$ cat config.mk
export PLATFORM = sky130hd
export DESIGN_NAME = demux_1x4
export DESIGN_NICKNAME = d
export VERILOG_FILES = /design/src/rtl/demux_1x4.sv
export SDC_FILE = /design/constraint.sdc
export NUM_CORES = 1
export LEC_CHECK = 0
export ABC_AREA = 1
export BUFFER_PORTS_ARGS = -buffer_cell sky130_fd_sc_hd__buf_2
export CAP_MARGIN = 10
export CORE_ASPECT_RATIO = 2
export CORE_MARGIN = 5
export CORE_UTILIZATION = 50
export CTS_CLUSTER_SIZE = 10
export DETAILED_ROUTE_END_ITERATION = 8
export PLACE_DENSITY = 0.79
export SLEW_MARGIN = 25
export SYNTH_ARGS = -nofsm -noshare
export SYNTH_HDL_FRONTEND = slang
export SYNTH_SLANG_ARGS = --single-unit
$ cat constraint.sdc
create_clock -name clk -period 1.5 [get_ports clk]
set_input_delay 0.225 -clock clk [delete_from_list [all_inputs] [get_ports clk]]
set_output_delay 0.225 -clock clk [all_outputs]
set_load 0.02 [all_outputs]
$ cat src/rtl/demux_1x4.sv
`default_nettype none
// ============================================================================
//  Module   : demux_1x4
//  Purpose  : Registered 1-to-4 demultiplexer with valid/ready handshakes.
//             One producer stream is steered by in_sel into one of four
//             single-entry output holding registers. A stalled consumer
//             blocks only its own channel.
//  Ports    : clk, rst_n (async active-low)
//             in_data/in_sel/in_valid -> in_ready   producer side
//             outN_data/outN_valid    <- outN_ready consumer side, N = 1..4
//             cnt1..cnt4, cnt_clr     only with DEMUX_1X4_STATS_EN defined
//  Options  : `define DEMUX_1X4_STATS_EN adds per-channel pop counters
//  Revision : 1.0  initial release
// ============================================================================
module demux_1x4 #(
  parameter int WIDTH     = 32,
  parameter int CNT_WIDTH = 16
) (
  input  logic                 clk,
  input  logic                 rst_n,
  input  logic [WIDTH-1:0]     in_data,
  input  logic [1:0]           in_sel,
  input  logic                 in_valid,
  output logic                 in_ready,
  output logic [WIDTH-1:0]     out1_data,
  output logic                 out1_valid,
  input  logic                 out1_ready,
  output logic [WIDTH-1:0]     out2_data,
  output logic                 out2_valid,
  input  logic                 out2_ready,
  output logic [WIDTH-1:0]     out3_data,
  output logic                 out3_valid,
  input  logic                 out3_ready,
  output logic [WIDTH-1:0]     out4_data,
  output logic                 out4_valid,
  input  logic                 out4_ready
`ifdef DEMUX_1X4_STATS_EN
  ,
  input  logic                 cnt_clr,
  output logic [CNT_WIDTH-1:0] cnt1,
  output logic [CNT_WIDTH-1:0] cnt2,
  output logic [CNT_WIDTH-1:0] cnt3,
  output logic [CNT_WIDTH-1:0] cnt4
`endif
);

  logic [3:0]       vld;
  logic [3:0]       rdy;
  logic [3:0]       pop;
  logic [3:0]       acc;
  logic             accept;
  logic [WIDTH-1:0] ch_data [4];

  assign rdy = {out4_ready, out3_ready, out2_ready, out1_ready};

  // Only the addressed channel matters: it can take a word when empty, or
  // when its current word leaves on this same edge.
  assign in_ready = rst_n & (~vld[in_sel] | rdy[in_sel]);
  assign accept   = in_valid & in_ready;

  generate
    for (genvar i = 0; i < 4; i++) begin : g_ch
      logic             full;
      logic [WIDTH-1:0] held;

      assign acc[i]     = accept & (in_sel == 2'(i));
      assign pop[i]     = full & rdy[i];
      assign vld[i]     = full;
      assign ch_data[i] = held;

      // An accept on the same edge as a pop keeps the channel full and
      // replaces the word, giving one word per cycle per channel.
      always_ff @(posedge clk or negedge rst_n) begin
        if (!rst_n) begin
          full <= 1'b0;
          held <= '0;
        end else if (acc[i]) begin
          full <= 1'b1;
          held <= in_data;
        end else if (pop[i]) begin
          full <= 1'b0;
        end
      end
    end
  endgenerate

  assign out1_data  = ch_data[0];
  assign out2_data  = ch_data[1];
  assign out3_data  = ch_data[2];
  assign out4_data  = ch_data[3];
  assign out1_valid = vld[0];
  assign out2_valid = vld[1];
  assign out3_valid = vld[2];
  assign out4_valid = vld[3];

`ifdef DEMUX_1X4_STATS_EN
  logic [CNT_WIDTH-1:0] cnt [4];

  generate
    for (genvar i = 0; i < 4; i++) begin : g_cnt
      // Clear has priority over a coincident pop; the count wraps naturally.
      always_ff @(posedge clk or negedge rst_n) begin
        if (!rst_n) begin
          cnt[i] <= '0;
        end else if (cnt_clr) begin
          cnt[i] <= '0;
        end else if (pop[i]) begin
          cnt[i] <= cnt[i] + 1'b1;
        end
      end
    end
  endgenerate

  assign cnt1 = cnt[0];
  assign cnt2 = cnt[1];
  assign cnt3 = cnt[2];
  assign cnt4 = cnt[3];
`endif

endmodule
`default_nettype wire

==> results.toml <==
[global_routing]
grt_usage_pct = 27.1
met1_usage_pct = 29.6
grt_pass1_wl_um = 25500
antenna_found_initial = 0
grt_max_degree = 102
met3_usage_pct = 7.48
gr-max-usage-layer = "met2"
grt_overflow = 0
use_met2_pct = 46.3
grt_pass1_vias = 4994

[floorplanning]
num_rows = 52
die-area_um2 = 12500
die_w_um = 81.7
die_y_um = 153
initial_core_util_pct = 51.0
io_pins = 174
coreArea_um2 = 10100

[critical_path]
required_ps = 1270
r2r_slack_ps = -120
startpoint = "out1_valid"
crit_arrival_ps = 1440
crit_type = "reg2out"
reg2reg_to = "out1_data[13]"
worst-path-max-fanout = 2
r2r-start = "out1_valid"
cp-end-kind = "output pin"
r2r_cells = 11
start_kind = "flop"

[power]
p_leak_uw = 0.00411
combPwrFrac_pct = 25.5
intPower_uw = 7590
power_uw = 11700
power_density_nw_per_um2 = 1650
swShare_pct = 34.8
p_seq_share_pct = 41.1
clkPwrFrac_pct = 33.4
power.switching_uw = 4060
vdd_drop_max_mv = 1.06

[outcome]
status = "finished with violations"
violations = "setup timing"

[clock_network]
clkSinkCount = 132
clkTransAtPathRegs_ps = 60
cts_made_buffers = 17
clk_path_buf_depth = 2
cts_tree = "done"
insertion_delay_ps = 410
htree_levels = 4
root_buffer = "clkbuf_16"

[detailed_routing]
routed_via_density = 5.11
drc = 0
dr.pass1.iters = 5
wire_per_inst_um = 17.5
antenna_left = 0
drt_iter0_drc = 337
vias = 4781
wirelength_um = 16300

[layout]
final_core_util_pct = 70.0
nets = 829
layout-drive-gt1-share_pct = 31.0
fill_cells = 785
final_common_cell = "nand2_1"
final_area_um2 = 7060
mostFrequentLayoutCells = "nand2_1, buf_2, dfrtp_1"
antenna_cells = 0
syn2layout_area_growth_pct = 37.3

[min_path]
min_from = "out1_ready"
hold_depth = 2
min_path_type = "in2reg"
hold_end = "out1_valid"

[logic_synthesis]
synth_seq_cells = 132
synth.distinct_cells = 14
synth_fp_nets = 627
syn_inst = 586
avgSynthCellArea_um2 = 8.78
ys_seq_area_share_pct = 64.2
synthesis.area_um2 = 5140
yosysWarnings = 0

[placement]
postPlaceCellArea_um2 = 6340
portBuffers = 173
gp_congestion = 0.888
dp_hpwl_um = 11300

[sta]
finalCritPeriodShare_pct = 111
min_period_ps = 1670
clock_skew_ps = 8.03
rsz0062_at_grt = "true"
setup_viol = 125
hold_violations = 0
max_freq_mhz = 600
worst_slew_pin_slew_ps = 543
final_max_slew_viol_count = 0
setup_ws_ps = -168
relSlewSlack_pct = 63.8

[run]
drv_cap = 0
[state kept, by name, indices dropped and copies added, names as in the netlist]
signal      cells
out1_data      32
out2_data      32
out3_data      32
out4_data      32
out1_valid      1
out2_valid      1
out3_valid      1
out4_valid      1
[final cells by class]
cell class                      instances  area, um2  area share, %
Sequential cell                       132       3300           46.8
Multi-Input combinational cell        419       1650           23.4
Timing Repair Buffer                  208       1340           18.9
Clock buffer                           18        429           6.08
Tap cell                              135        169           2.39
Clock inverter                         14        131           1.86
Inverter                               10       37.5          0.532
[per-layer routing]
| metal | wire, um | up-vias |
|---|---|---|
| li1 | - | 2187 |
| met1 | 5510 | 2298 |
| met2 | 8780 | 239 |
| met3 | 1200 | 57 |
| met4 | 856 | 0 |
| met5 | 0 | - |
[logic make-up after synthesis]
logic type | after synthesis | synth area share [%]
simple gates | 414 | 31.4
flops | 132 | 64.2
compound gates | 5 | 0.535
buf+inv | 35 | 3.80
[cell usage after synthesis]
library cell / count / area share, %
a21boi_0: 1 / 0.15
buf_2: 12 / 1.2
buf_4: 13 / 1.9
dfrtp_1: 132 / 64
inv_1: 10 / 0.73
nand2_1: 397 / 29
nand2_2: 1 / 0.12
nand3_1: 3 / 0.29
nand3_4: 1 / 0.34
nand4_1: 4 / 0.49
nor2_1: 3 / 0.22
nor2_2: 1 / 0.12
nor2_4: 4 / 0.88
o21ai_0: 4 / 0.39
[worst max-delay path: stages (launching register included)]
cell and delay (ps):
dfrtp_1 380, nand2_1 80, nand2_1 70, nand2_1 80, nand2_2 80, a21boi_2 200, buf_6 140
[worst max path at each step]
stage,slack [ps],end
after floorplan,60,in_ready
after global placement,-80,out4_data[15]
after detailed placement,-140,out4_data[14]
after CTS,-110,in_ready
after global routing,-210,in_ready
final,-170,in_ready
[per-stage QoR]
stage / setup slack (ps) / hold slack, ps / setup TNS [ps] / instances
3_5_place_dp: -143 / 29.4 / -7360 / 892
3_3_place_gp: -75.2 / 28.1 / -2120 / 892
6_report: -168 / 13.8 / -5100 / 936
4_1_cts: -105 / 1.35 / -105 / 930
5_1_grt: -208 / 11.9 / -16470 / 936
2_1_floorplan: 63.0 / -70.6 / 0 / 586
[power groups by stage]
stage,clock network (uW),registers (uW),logic [uW]
floorplan,0,5730,698
global placement,0,4800,2880
detailed placement,0,4820,2950
CTS,3950,4780,2970
global route,4120,4870,3220
finish,3900,4790,2970
[timing repair]
action                     in CTS  in global routing
gates cloned                    0                  3
setup endpoints to repair      36                131
resized for setup               4                  5
hold endpoints to repair      132                  0
hold buffers                    1                  0
setup buffers                   5                  3
pin swaps                       5                  5
Note: power is estimated with default switching activity, not from simulation.
